`config.mk`:
```
export PLATFORM = sky130hd
export DESIGN_NAME = operand_dispatch_flat
export DESIGN_NICKNAME = d
export VERILOG_FILES = /design/src/rtl/operand_dispatch_pkg.sv /design/src/rtl/operand_dispatch_if.sv /design/src/rtl/operand_dispatch_resolve.sv /design/src/rtl/operand_dispatch.sv /design/src/flat_wrapper.sv
export SDC_FILE = /design/constraint.sdc
export NUM_CORES = 1
export LEC_CHECK = 0
export CORE_AREA = 5 5 171 173
export CTS_BUF_LIST = sky130_fd_sc_hd__clkbuf_2
export CTS_CLUSTER_SIZE = 12
export DETAILED_ROUTE_END_ITERATION = 6
export DIE_AREA = 0 0 176 178
export GPL_ROUTABILITY_DRIVEN = 0
export PLACE_DENSITY_LB_ADDON = 0.1
export SYNTH_ARGS = -nofsm -noshare
export SYNTH_HDL_FRONTEND = slang
export SYNTH_HIERARCHICAL = 1
export SYNTH_SLANG_ARGS = --single-unit
```
`constraint.sdc`:
```
create_clock -name clk_in -period 5.35 [get_ports clk_in]
set_input_delay 1.07 -clock clk_in [delete_from_list [all_inputs] [get_ports clk_in]]
set_output_delay 1.07 -clock clk_in [all_outputs]
set_load 0.05 [all_outputs]
```
`src/rtl/operand_dispatch_pkg.sv`:
```
// Shared widths, packet types and the CDB wakeup helper for operand dispatch.
package operand_dispatch_pkg;

    localparam int unsigned RegIdBit    = 5;
    localparam int unsigned RobWidthBit = 4;
    localparam int unsigned WordBit     = 32;
    localparam int unsigned PayloadBit  = 64;

    typedef logic [RegIdBit-1:0]    reg_id_t;
    typedef logic [RobWidthBit-1:0] rob_id_t;
    typedef logic [WordBit-1:0]     word_t;
    typedef logic [PayloadBit-1:0]  payload_t;

    // One source operand: either a value, or a pending ROB tag when busy.
    typedef struct packed {
        word_t   value;
        rob_id_t tag;
        logic    busy;
    } operand_t;

    typedef enum logic [0:0] {StEmpty, StHeld} state_e;

    // Capture a CDB broadcast into a pending operand whose tag matches.
    function automatic operand_t wakeup(operand_t opnd, logic cdb_valid, rob_id_t cdb_tag,
                                        word_t cdb_value);
        operand_t res;
        res = opnd;
        if (opnd.busy && cdb_valid && (opnd.tag == cdb_tag)) begin
            res.value = cdb_value;
            res.tag   = '0;
            res.busy  = 1'b0;
        end
        return res;
    endfunction

endpackage

```
`src/rtl/operand_dispatch_if.sv`:
```
// Decoder, regfile, ROB, CDB and issue-stage signals seen by operand dispatch.
interface operand_dispatch_if;
    import operand_dispatch_pkg::*;

    // Decoder side
    logic     dec_valid;
    logic     dec_ready;
    reg_id_t  dec_rs1;
    reg_id_t  dec_rs2;
    reg_id_t  dec_rd;
    logic     dec_use_rs1;
    logic     dec_use_rs2;
    logic     dec_wr_rd;
    rob_id_t  dec_rob_id;
    payload_t dec_payload;
    // Regfile read and rename
    reg_id_t  rf_rs1;
    reg_id_t  rf_rs2;
    logic     rf_rs1_busy;
    logic     rf_rs2_busy;
    word_t    rf_rs1_value;
    word_t    rf_rs2_value;
    rob_id_t  rf_rs1_re;
    rob_id_t  rf_rs2_re;
    logic     reorder_en;
    reg_id_t  reorder_reg;
    rob_id_t  reorder_id;
    // ROB ready query
    rob_id_t  rob_q1_id;
    rob_id_t  rob_q2_id;
    logic     rob_q1_ready;
    logic     rob_q2_ready;
    word_t    rob_q1_value;
    word_t    rob_q2_value;
    // Common data bus
    logic     cdb_valid;
    rob_id_t  cdb_rob_id;
    word_t    cdb_value;
    // Issue stage
    logic     iss_valid;
    logic     iss_ready;
    word_t    iss_vj;
    word_t    iss_vk;
    rob_id_t  iss_qj;
    rob_id_t  iss_qk;
    logic     iss_qj_busy;
    logic     iss_qk_busy;
    reg_id_t  iss_rd;
    rob_id_t  iss_rob_id;
    payload_t iss_payload;

    modport master (
        input  dec_valid, dec_rs1, dec_rs2, dec_rd, dec_use_rs1, dec_use_rs2, dec_wr_rd,
        input  dec_rob_id, dec_payload,
        output dec_ready,
        output rf_rs1, rf_rs2,
        input  rf_rs1_busy, rf_rs2_busy, rf_rs1_value, rf_rs2_value, rf_rs1_re, rf_rs2_re,
        output reorder_en, reorder_reg, reorder_id,
        output rob_q1_id, rob_q2_id,
        input  rob_q1_ready, rob_q2_ready, rob_q1_value, rob_q2_value,
        input  cdb_valid, cdb_rob_id, cdb_value,
        output iss_valid, iss_vj, iss_vk, iss_qj, iss_qk, iss_qj_busy, iss_qk_busy,
        output iss_rd, iss_rob_id, iss_payload,
        input  iss_ready
    );

    modport slave (
        output dec_valid, dec_rs1, dec_rs2, dec_rd, dec_use_rs1, dec_use_rs2, dec_wr_rd,
        output dec_rob_id, dec_payload,
        input  dec_ready,
        input  rf_rs1, rf_rs2,
        output rf_rs1_busy, rf_rs2_busy, rf_rs1_value, rf_rs2_value, rf_rs1_re, rf_rs2_re,
        input  reorder_en, reorder_reg, reorder_id,
        input  rob_q1_id, rob_q2_id,
        output rob_q1_ready, rob_q2_ready, rob_q1_value, rob_q2_value,
        output cdb_valid, cdb_rob_id, cdb_value,
        input  iss_valid, iss_vj, iss_vk, iss_qj, iss_qk, iss_qj_busy, iss_qk_busy,
        input  iss_rd, iss_rob_id, iss_payload,
        output iss_ready
    );

endinterface

```
`src/rtl/operand_dispatch_resolve.sv`:
```
// Combinational source-operand resolve: zero, regfile, ROB, CDB, else pending tag.
module operand_dispatch_resolve
    import operand_dispatch_pkg::*;
(
    input  logic     use_i,
    input  reg_id_t  rs_i,
    input  logic     rf_busy_i,
    input  word_t    rf_value_i,
    input  rob_id_t  rf_re_i,
    input  logic     rob_ready_i,
    input  word_t    rob_value_i,
    input  logic     cdb_valid_i,
    input  rob_id_t  cdb_rob_id_i,
    input  word_t    cdb_value_i,
    output operand_t opnd_o
);

    // Priority chain; unused operands and x0 read as constant zero.
    always_comb begin
        opnd_o = '0;
        if (use_i && (rs_i != '0)) begin
            if (!rf_busy_i) begin
                opnd_o.value = rf_value_i;
            end else if (rob_ready_i) begin
                opnd_o.value = rob_value_i;
            end else if (cdb_valid_i && (cdb_rob_id_i == rf_re_i)) begin
                opnd_o.value = cdb_value_i;
            end else begin
                opnd_o.tag  = rf_re_i;
                opnd_o.busy = 1'b1;
            end
        end
    end

endmodule

```
`src/rtl/operand_dispatch.sv`:
```
// Operand dispatch: reads and renames registers, holds one operand packet for issue.
module operand_dispatch
    import operand_dispatch_pkg::*;
(
    input  logic                clk_in,
    input  logic                rst_in,
    input  logic                rdy_in,
    input  logic                clear_all,
    operand_dispatch_if.master  bus
);

    state_e   st_q, st_d;
    operand_t opj_q, opj_d;
    operand_t opk_q, opk_d;
    reg_id_t  rd_q, rd_d;
    rob_id_t  rob_id_q, rob_id_d;
    payload_t payload_q, payload_d;

    operand_t res_j;
    operand_t res_k;
    logic     accept;

    // Regfile reads see the mapping before this instruction's own rename lands.
    assign bus.rf_rs1    = bus.dec_rs1;
    assign bus.rf_rs2    = bus.dec_rs2;
    assign bus.rob_q1_id = bus.rf_rs1_re;
    assign bus.rob_q2_id = bus.rf_rs2_re;

    assign bus.dec_ready   = rdy_in && !clear_all && ((st_q == StEmpty) || bus.iss_ready);
    assign accept          = bus.dec_valid && bus.dec_ready;
    assign bus.reorder_en  = accept && !rst_in && bus.dec_wr_rd && (bus.dec_rd != '0);
    assign bus.reorder_reg = bus.dec_rd;
    assign bus.reorder_id  = bus.dec_rob_id;

    operand_dispatch_resolve u_resolve_j (
        .use_i        (bus.dec_use_rs1),
        .rs_i         (bus.dec_rs1),
        .rf_busy_i    (bus.rf_rs1_busy),
        .rf_value_i   (bus.rf_rs1_value),
        .rf_re_i      (bus.rf_rs1_re),
        .rob_ready_i  (bus.rob_q1_ready),
        .rob_value_i  (bus.rob_q1_value),
        .cdb_valid_i  (bus.cdb_valid),
        .cdb_rob_id_i (bus.cdb_rob_id),
        .cdb_value_i  (bus.cdb_value),
        .opnd_o       (res_j)
    );

    operand_dispatch_resolve u_resolve_k (
        .use_i        (bus.dec_use_rs2),
        .rs_i         (bus.dec_rs2),
        .rf_busy_i    (bus.rf_rs2_busy),
        .rf_value_i   (bus.rf_rs2_value),
        .rf_re_i      (bus.rf_rs2_re),
        .rob_ready_i  (bus.rob_q2_ready),
        .rob_value_i  (bus.rob_q2_value),
        .cdb_valid_i  (bus.cdb_valid),
        .cdb_rob_id_i (bus.cdb_rob_id),
        .cdb_value_i  (bus.cdb_value),
        .opnd_o       (res_k)
    );

    // Next state: flush beats accept/issue/wakeup; a pause freezes everything.
    always_comb begin
        st_d      = st_q;
        opj_d     = opj_q;
        opk_d     = opk_q;
        rd_d      = rd_q;
        rob_id_d  = rob_id_q;
        payload_d = payload_q;
        if (clear_all) begin
            st_d      = StEmpty;
            opj_d     = '0;
            opk_d     = '0;
            rd_d      = '0;
            rob_id_d  = '0;
            payload_d = '0;
        end else if (rdy_in) begin
            if (accept) begin
                st_d      = StHeld;
                opj_d     = res_j;
                opk_d     = res_k;
                rd_d      = bus.dec_rd;
                rob_id_d  = bus.dec_rob_id;
                payload_d = bus.dec_payload;
            end else if (st_q == StHeld) begin
                if (bus.iss_ready) begin
                    st_d = StEmpty;
                end else begin
                    opj_d = wakeup(opj_q, bus.cdb_valid, bus.cdb_rob_id, bus.cdb_value);
                    opk_d = wakeup(opk_q, bus.cdb_valid, bus.cdb_rob_id, bus.cdb_value);
                end
            end
        end
    end

    // State and packet registers with synchronous reset.
    always_ff @(posedge clk_in) begin
        if (rst_in) begin
            st_q      <= StEmpty;
            opj_q     <= '0;
            opk_q     <= '0;
            rd_q      <= '0;
            rob_id_q  <= '0;
            payload_q <= '0;
        end else begin
            st_q      <= st_d;
            opj_q     <= opj_d;
            opk_q     <= opk_d;
            rd_q      <= rd_d;
            rob_id_q  <= rob_id_d;
            payload_q <= payload_d;
        end
    end

    assign bus.iss_valid   = (st_q == StHeld);
    assign bus.iss_vj      = opj_q.value;
    assign bus.iss_qj      = opj_q.tag;
    assign bus.iss_qj_busy = opj_q.busy;
    assign bus.iss_vk      = opk_q.value;
    assign bus.iss_qk      = opk_q.tag;
    assign bus.iss_qk_busy = opk_q.busy;
    assign bus.iss_rd      = rd_q;
    assign bus.iss_rob_id  = rob_id_q;
    assign bus.iss_payload = payload_q;

endmodule

```
`src/flat_wrapper.sv`:
```
// flat-port wrapper written by rule: the top's interface ports become plain ports
module operand_dispatch_flat import operand_dispatch_pkg::*;
  (clk_in, rst_in, rdy_in, clear_all, bus_dec_valid, bus_dec_rs1, bus_dec_rs2, bus_dec_rd, bus_dec_use_rs1, bus_dec_use_rs2, bus_dec_wr_rd, bus_dec_rob_id, bus_dec_payload, bus_dec_ready, bus_rf_rs1, bus_rf_rs2, bus_rf_rs1_busy, bus_rf_rs2_busy, bus_rf_rs1_value, bus_rf_rs2_value, bus_rf_rs1_re, bus_rf_rs2_re, bus_reorder_en, bus_reorder_reg, bus_reorder_id, bus_rob_q1_id, bus_rob_q2_id, bus_rob_q1_ready, bus_rob_q2_ready, bus_rob_q1_value, bus_rob_q2_value, bus_cdb_valid, bus_cdb_rob_id, bus_cdb_value, bus_iss_valid, bus_iss_vj, bus_iss_vk, bus_iss_qj, bus_iss_qk, bus_iss_qj_busy, bus_iss_qk_busy, bus_iss_rd, bus_iss_rob_id, bus_iss_payload, bus_iss_ready);
  operand_dispatch_if bus_i ();
  input  logic clk_in;
  input  logic rst_in;
  input  logic rdy_in;
  input  logic clear_all;
  input wire logic [$bits(bus_i.dec_valid)-1:0] bus_dec_valid;
  input wire logic [$bits(bus_i.dec_rs1)-1:0] bus_dec_rs1;
  input wire logic [$bits(bus_i.dec_rs2)-1:0] bus_dec_rs2;
  input wire logic [$bits(bus_i.dec_rd)-1:0] bus_dec_rd;
  input wire logic [$bits(bus_i.dec_use_rs1)-1:0] bus_dec_use_rs1;
  input wire logic [$bits(bus_i.dec_use_rs2)-1:0] bus_dec_use_rs2;
  input wire logic [$bits(bus_i.dec_wr_rd)-1:0] bus_dec_wr_rd;
  input wire logic [$bits(bus_i.dec_rob_id)-1:0] bus_dec_rob_id;
  input wire logic [$bits(bus_i.dec_payload)-1:0] bus_dec_payload;
  output wire logic [$bits(bus_i.dec_ready)-1:0] bus_dec_ready;
  output wire logic [$bits(bus_i.rf_rs1)-1:0] bus_rf_rs1;
  output wire logic [$bits(bus_i.rf_rs2)-1:0] bus_rf_rs2;
  input wire logic [$bits(bus_i.rf_rs1_busy)-1:0] bus_rf_rs1_busy;
  input wire logic [$bits(bus_i.rf_rs2_busy)-1:0] bus_rf_rs2_busy;
  input wire logic [$bits(bus_i.rf_rs1_value)-1:0] bus_rf_rs1_value;
  input wire logic [$bits(bus_i.rf_rs2_value)-1:0] bus_rf_rs2_value;
  input wire logic [$bits(bus_i.rf_rs1_re)-1:0] bus_rf_rs1_re;
  input wire logic [$bits(bus_i.rf_rs2_re)-1:0] bus_rf_rs2_re;
  output wire logic [$bits(bus_i.reorder_en)-1:0] bus_reorder_en;
  output wire logic [$bits(bus_i.reorder_reg)-1:0] bus_reorder_reg;
  output wire logic [$bits(bus_i.reorder_id)-1:0] bus_reorder_id;
  output wire logic [$bits(bus_i.rob_q1_id)-1:0] bus_rob_q1_id;
  output wire logic [$bits(bus_i.rob_q2_id)-1:0] bus_rob_q2_id;
  input wire logic [$bits(bus_i.rob_q1_ready)-1:0] bus_rob_q1_ready;
  input wire logic [$bits(bus_i.rob_q2_ready)-1:0] bus_rob_q2_ready;
  input wire logic [$bits(bus_i.rob_q1_value)-1:0] bus_rob_q1_value;
  input wire logic [$bits(bus_i.rob_q2_value)-1:0] bus_rob_q2_value;
  input wire logic [$bits(bus_i.cdb_valid)-1:0] bus_cdb_valid;
  input wire logic [$bits(bus_i.cdb_rob_id)-1:0] bus_cdb_rob_id;
  input wire logic [$bits(bus_i.cdb_value)-1:0] bus_cdb_value;
  output wire logic [$bits(bus_i.iss_valid)-1:0] bus_iss_valid;
  output wire logic [$bits(bus_i.iss_vj)-1:0] bus_iss_vj;
  output wire logic [$bits(bus_i.iss_vk)-1:0] bus_iss_vk;
  output wire logic [$bits(bus_i.iss_qj)-1:0] bus_iss_qj;
  output wire logic [$bits(bus_i.iss_qk)-1:0] bus_iss_qk;
  output wire logic [$bits(bus_i.iss_qj_busy)-1:0] bus_iss_qj_busy;
  output wire logic [$bits(bus_i.iss_qk_busy)-1:0] bus_iss_qk_busy;
  output wire logic [$bits(bus_i.iss_rd)-1:0] bus_iss_rd;
  output wire logic [$bits(bus_i.iss_rob_id)-1:0] bus_iss_rob_id;
  output wire logic [$bits(bus_i.iss_payload)-1:0] bus_iss_payload;
  input wire logic [$bits(bus_i.iss_ready)-1:0] bus_iss_ready;
  assign bus_i.dec_valid = bus_dec_valid;
  assign bus_i.dec_rs1 = bus_dec_rs1;
  assign bus_i.dec_rs2 = bus_dec_rs2;
  assign bus_i.dec_rd = bus_dec_rd;
  assign bus_i.dec_use_rs1 = bus_dec_use_rs1;
  assign bus_i.dec_use_rs2 = bus_dec_use_rs2;
  assign bus_i.dec_wr_rd = bus_dec_wr_rd;
  assign bus_i.dec_rob_id = bus_dec_rob_id;
  assign bus_i.dec_payload = bus_dec_payload;
  assign bus_dec_ready = bus_i.dec_ready;
  assign bus_rf_rs1 = bus_i.rf_rs1;
  assign bus_rf_rs2 = bus_i.rf_rs2;
  assign bus_i.rf_rs1_busy = bus_rf_rs1_busy;
  assign bus_i.rf_rs2_busy = bus_rf_rs2_busy;
  assign bus_i.rf_rs1_value = bus_rf_rs1_value;
  assign bus_i.rf_rs2_value = bus_rf_rs2_value;
  assign bus_i.rf_rs1_re = bus_rf_rs1_re;
  assign bus_i.rf_rs2_re = bus_rf_rs2_re;
  assign bus_reorder_en = bus_i.reorder_en;
  assign bus_reorder_reg = bus_i.reorder_reg;
  assign bus_reorder_id = bus_i.reorder_id;
  assign bus_rob_q1_id = bus_i.rob_q1_id;
  assign bus_rob_q2_id = bus_i.rob_q2_id;
  assign bus_i.rob_q1_ready = bus_rob_q1_ready;
  assign bus_i.rob_q2_ready = bus_rob_q2_ready;
  assign bus_i.rob_q1_value = bus_rob_q1_value;
  assign bus_i.rob_q2_value = bus_rob_q2_value;
  assign bus_i.cdb_valid = bus_cdb_valid;
  assign bus_i.cdb_rob_id = bus_cdb_rob_id;
  assign bus_i.cdb_value = bus_cdb_value;
  assign bus_iss_valid = bus_i.iss_valid;
  assign bus_iss_vj = bus_i.iss_vj;
  assign bus_iss_vk = bus_i.iss_vk;
  assign bus_iss_qj = bus_i.iss_qj;
  assign bus_iss_qk = bus_i.iss_qk;
  assign bus_iss_qj_busy = bus_i.iss_qj_busy;
  assign bus_iss_qk_busy = bus_i.iss_qk_busy;
  assign bus_iss_rd = bus_i.iss_rd;
  assign bus_iss_rob_id = bus_i.iss_rob_id;
  assign bus_iss_payload = bus_i.iss_payload;
  assign bus_i.iss_ready = bus_iss_ready;
  operand_dispatch u_core (.clk_in(clk_in), .rst_in(rst_in), .rdy_in(rdy_in), .clear_all(clear_all), .bus(bus_i));
endmodule
```
# After elaboration in Yosys (flattened, before gate mapping)
# Cells that the tools add are included.
# Widths: inputs -> output; s select.
# totals
ff_bits	148
latchBits	0
ram_bits	0
romBits	0
input_bits	269
output_inout_bits	177
word_cells	68
memories	0
# classes
addsub	0
n_mul	0
div	0
order_cmp	0
eq_ne	5
n_shift	0
n_mux	25
bitwise_logic	1
reduce_logical	27
# op_table
cell	count
$mux 37	10
$mux 32	6
$mux 5	6
$eq 4x4->1	4
$reduce_bool 5->1	3
$logic_and 1x1->1	14
$reduce_and 4->1	2
$reduce_bool 2->1	3
$mux 1	3
$logic_not 1->1	2
$ne 2x1->1 const B	1
$reduce_and 2->1	1
$reduce_or 2->1	1
$logic_or 1x1->1	1
$not 1->1	1

# Longest topological paths before layout
# logic_depth
ltp_word	7
mapped_depth	8
ltp_nobuf	7

# Modules after synthesis
# The synthesis kept the hierarchy.
# modules_own_cells
module	n_inst	cells_per_inst	area_per_inst_um2	seq_area_each_um2
operand_dispatch	1	889	7313.3	2962.8
operand_dispatch_resolve	2	201	1465.2	0.0

# Worst setup path before layout
# Ideal clock, no wire load.
# synth_path
path_kind	input -> output
from	in clear_all
to	out bus_reorder_en
arrival_ps	3349
t_required_ps	4280
path_slack_ps	931
stages	4
path_buffers	1
path_cell_list	nand2b_4 or3_1 buf_2 nor4b_1
# synth_via
elab_chain_cells	7
# synth_lines
element	line_no	text
start, declared	flat_wrapper.sv:8	input logic clear_all;
$logic_not 1->1	operand_dispatch.sv:29	assign bus.dec_ready = rdy_in && !clear_all && ((st_q == StEmpty) || bus.iss_ready);
$logic_and 1x1->1 (2 in a row)	operand_dispatch.sv:29	
$logic_and 1x1->1	operand_dispatch.sv:30	assign accept = bus.dec_valid && bus.dec_ready;
$logic_and 1x1->1 (3 in a row)	operand_dispatch.sv:31	assign bus.reorder_en = accept && !rst_in && bus.dec_wr_rd && (bus.dec_rd != '0);
end, declared	flat_wrapper.sv:27	output wire logic [$bits(bus_i.reorder_en)-1:0] bus_reorder_en;
# No other way between the ends.

# Worst setup path after layout
# Ends and elaborated chain as after synthesis.

==> run metrics <==
Fill cells=2,631; Hold Fails Final Rpt=0; DIE HEIGHT=178 um; post-synth top area share=28.9%; CTS Hold Bufs=0; PD cells=181 nW/um^2; fraction of the mapped netlist area in simple logic gates=26.0%; die extent in x=176 um; number of global-route vias before repair=10,949; CTS buffer count=17; Core ar.=27,500 um^2; die area=31,300 um^2; post-CTS setup buffer count=0; Worst Tran Pin Value=1.21 ns; # IOs=446; asr flop ratio synth=0%; # rows=61; Post-Synth Adder-Cell Area=0%; Final Skew=0.0700 ns; Final period util=78.2%; largest family of logic cells by synthesized area=compound AO/OA/AOI/OAI gates; CTS tree=built; # DRC=0; Main synth FF type=dfxtp_1; Wirelength per Cell=23.2 um; initial antenna violation count=6; largest net degree at the start of global routing=82; CP Data Required Time=4.28 ns; total gr overflow=0; RSZ-0062 raised after global routing=false; setup slack after layout=1.16 ns; Syn Inst Count=1,291; Tot GR Track Use=27.0%; leading area contributor after synthesis=dfxtp_1; number of vias per cell=5.96; Crit. End Element=output port; Max-Cap Viols=0; Post-synth top cells=nand2_1, dfxtp_1, a211oi_1; Compound-Gate Fraction of Synth Area=34.0%; post-synthesis mux area share=0%; outcome=completed; clk root buf=clkbuf_2; CP startpoint kind=primary input; final slew viol count=0; synth unique cells=40; Initial Util=37.3%; maximum VDD drop=106 uV; Setup TNS=0 ns; cts repair resizes=0; total number of vias=11,614; non-filler cells, final=1,950; crit path kind=primary input to output port; Syn Std Cell Area=10,200 um^2; Arr. time, crit path=3.12 ns; register area share after synthesis=28.9%; DR iter-0 viols=985; HPWL Detailed=30.6 mm; global-route wire length before repair=67.0 mm; first-pass detailed-route iteration total=5; most common cell in the synthesized netlist=nand2_1; Yosys warnings=6; Post-Place Cells=1,911; DRT Wirelength=45.3 mm; worst-path fanout max=30; H-tree Lvls=4; worst skew pair latency=0.75 ns; number of synthesized flops with an enable pin=0; clk buf depth=2; total power=2.66 mW; Leak=4.44 nW; slew margin rel.=19.1%; Tmin final=4.19 ns; Max Fclk=0.239 GHz; worst min path class=register to register; syn avg cell area=7.93 um^2; layout cell share with drive strength beyond 1=8.95%; P&R area growth vs syn=43.4%; I/O Buffers=445; Synth area leaders=dfxtp_1, a211oi_1, nor3_2; Synth Area in XOR/XNOR=1.34%; Place WS=1.15 ns; fin nets=1,853; post-route ant nets=0; clk sinks=148; clk slew on worst S/H paths=0.21 ns; final setup fails=0; Yosys reg bits=148; Syn Nets=1,560
## power breakdown
part	total, mW	internal [mW]	switching, mW
logic	0.757	0.335	0.421
registers	1.12	1.12	0.00545
clock network	0.783	0.285	0.498
## area by class of cell
cell class,count,area [um^2],area share (%)
Clock buffer,17,85.1,0.579
Sequential cell,148,2960,20.2
Multi-Input combinational cell,949,6380,43.4
Antenna cell,7,17.5,0.119
Inverter,4,15.0,0.102
Clock inverter,15,210,1.43
Timing Repair Buffer,464,4590,31.2
Tap cell,346,433,2.95
## cell usage in the layout, fill, tap and decap left out, types with 2 or more instances in the layout
| master | n |
|---|---|
| o21ai_4 | 4 |
| o41ai_1 | 64 |
| clkinv_8 | 2 |
| nor3_2 | 60 |
| buf_2 | 4 |
| clkbuf_2 | 17 |
| diode_2 | 7 |
| nand3b_1 | 64 |
| nand2_1 | 156 |
| or4_1 | 67 |
| nor2_1 | 69 |
| bufinv_16 | 3 |
| a21oi_1 | 84 |
| o31a_1 | 60 |
| o31a_2 | 4 |
| inv_8 | 2 |
| a211oi_1 | 126 |
| dfxtp_1 | 148 |
| a21boi_0 | 64 |
| and3_1 | 4 |
| nand3_2 | 4 |
| a211o_4 | 2 |
| buf_4 | 19 |
| nor3_1 | 4 |
| inv_1 | 3 |
| a311oi_1 | 10 |
| a211oi_2 | 2 |
| o21ai_0 | 66 |
| inv_6 | 6 |
| xor2_1 | 4 |
| or3b_2 | 2 |
| xnor2_1 | 8 |
| clkdlybuf4s50_1 | 440 |
| xnor2_4 | 2 |
| nor3b_1 | 10 |
## worst max-delay path, stage by stage
cell and delay, ns:
clkdlybuf4s50_1 0.49, nand2b_4 0.33, or3_2 0.49, nor4b_1 0.52, buf_12 0.21
## cells by family (layout without fill, tap and decap cells)
kind of cell	Yosys count	in the layout
xor gates and xnor gates	14	14
buffers and inverters	194	500
DFF	148	148
and+or+nand+nor	448	448
AOI/OAI and AO/OA	487	487
other	0	7
## per-stage QoR
stage	utilization (%)	hold slack, ns	cell area [um^2]
3_5_place_dp	52.3	0.446	14400
2_1_floorplan	-	0.672	10200
6_report	53.5	0.468	14700
3_3_place_gp	52.3	0.441	14400
4_1_cts	53.4	0.471	14700
5_1_grt	53.4	0.484	14700
## layer usage
metal  GRT usage, %  part of all wire [%]  routed length (um)
met5              0                 0.046                  21
met4           11.1                   3.3                1510
met3           7.04                   8.4                3800
met2           44.8                    48               21600
met1           33.6                    41               18300
## flip-flops by register name, summed over array words and instances, names as in the netlist
signal                  count
u_core/bus.iss_qj           4
u_core/bus.iss_rob_id       4
u_core/bus.iss_vk          32
u_core/bus.iss_rd           5
u_core/bus.iss_vj          32
u_core/bus.iss_qk           4
u_core/bus.iss_qk_busy      1
u_core/bus.iss_valid        1
u_core/bus.iss_qj_busy      1
u_core/bus.iss_payload     64
## worst paths after layout
| path | cells after the start | to | slack, ns | from |
|---|---|---|---|---|
| setup / recovery | 5 | bus_reorder_en | 1.16 | clear_all |
| hold / removal | 2 | u_core/bus.iss_payload[29]$_SDFFE_PP0P_ | 0.47 | u_core/bus.iss_payload[29]$_SDFFE_PP0P_ |
| setup reg to reg | 6 | u_core/bus.iss_vj[17]$_SDFFE_PP0P_ | 2.46 | u_core/bus.iss_valid$_SDFFE_PP0P_ |
| hold reg to reg | 2 | u_core/bus.iss_payload[29]$_SDFFE_PP0P_ | 0.47 | u_core/bus.iss_payload[29]$_SDFFE_PP0P_ |
Note: power is estimated with default switching activity, not from simulation.
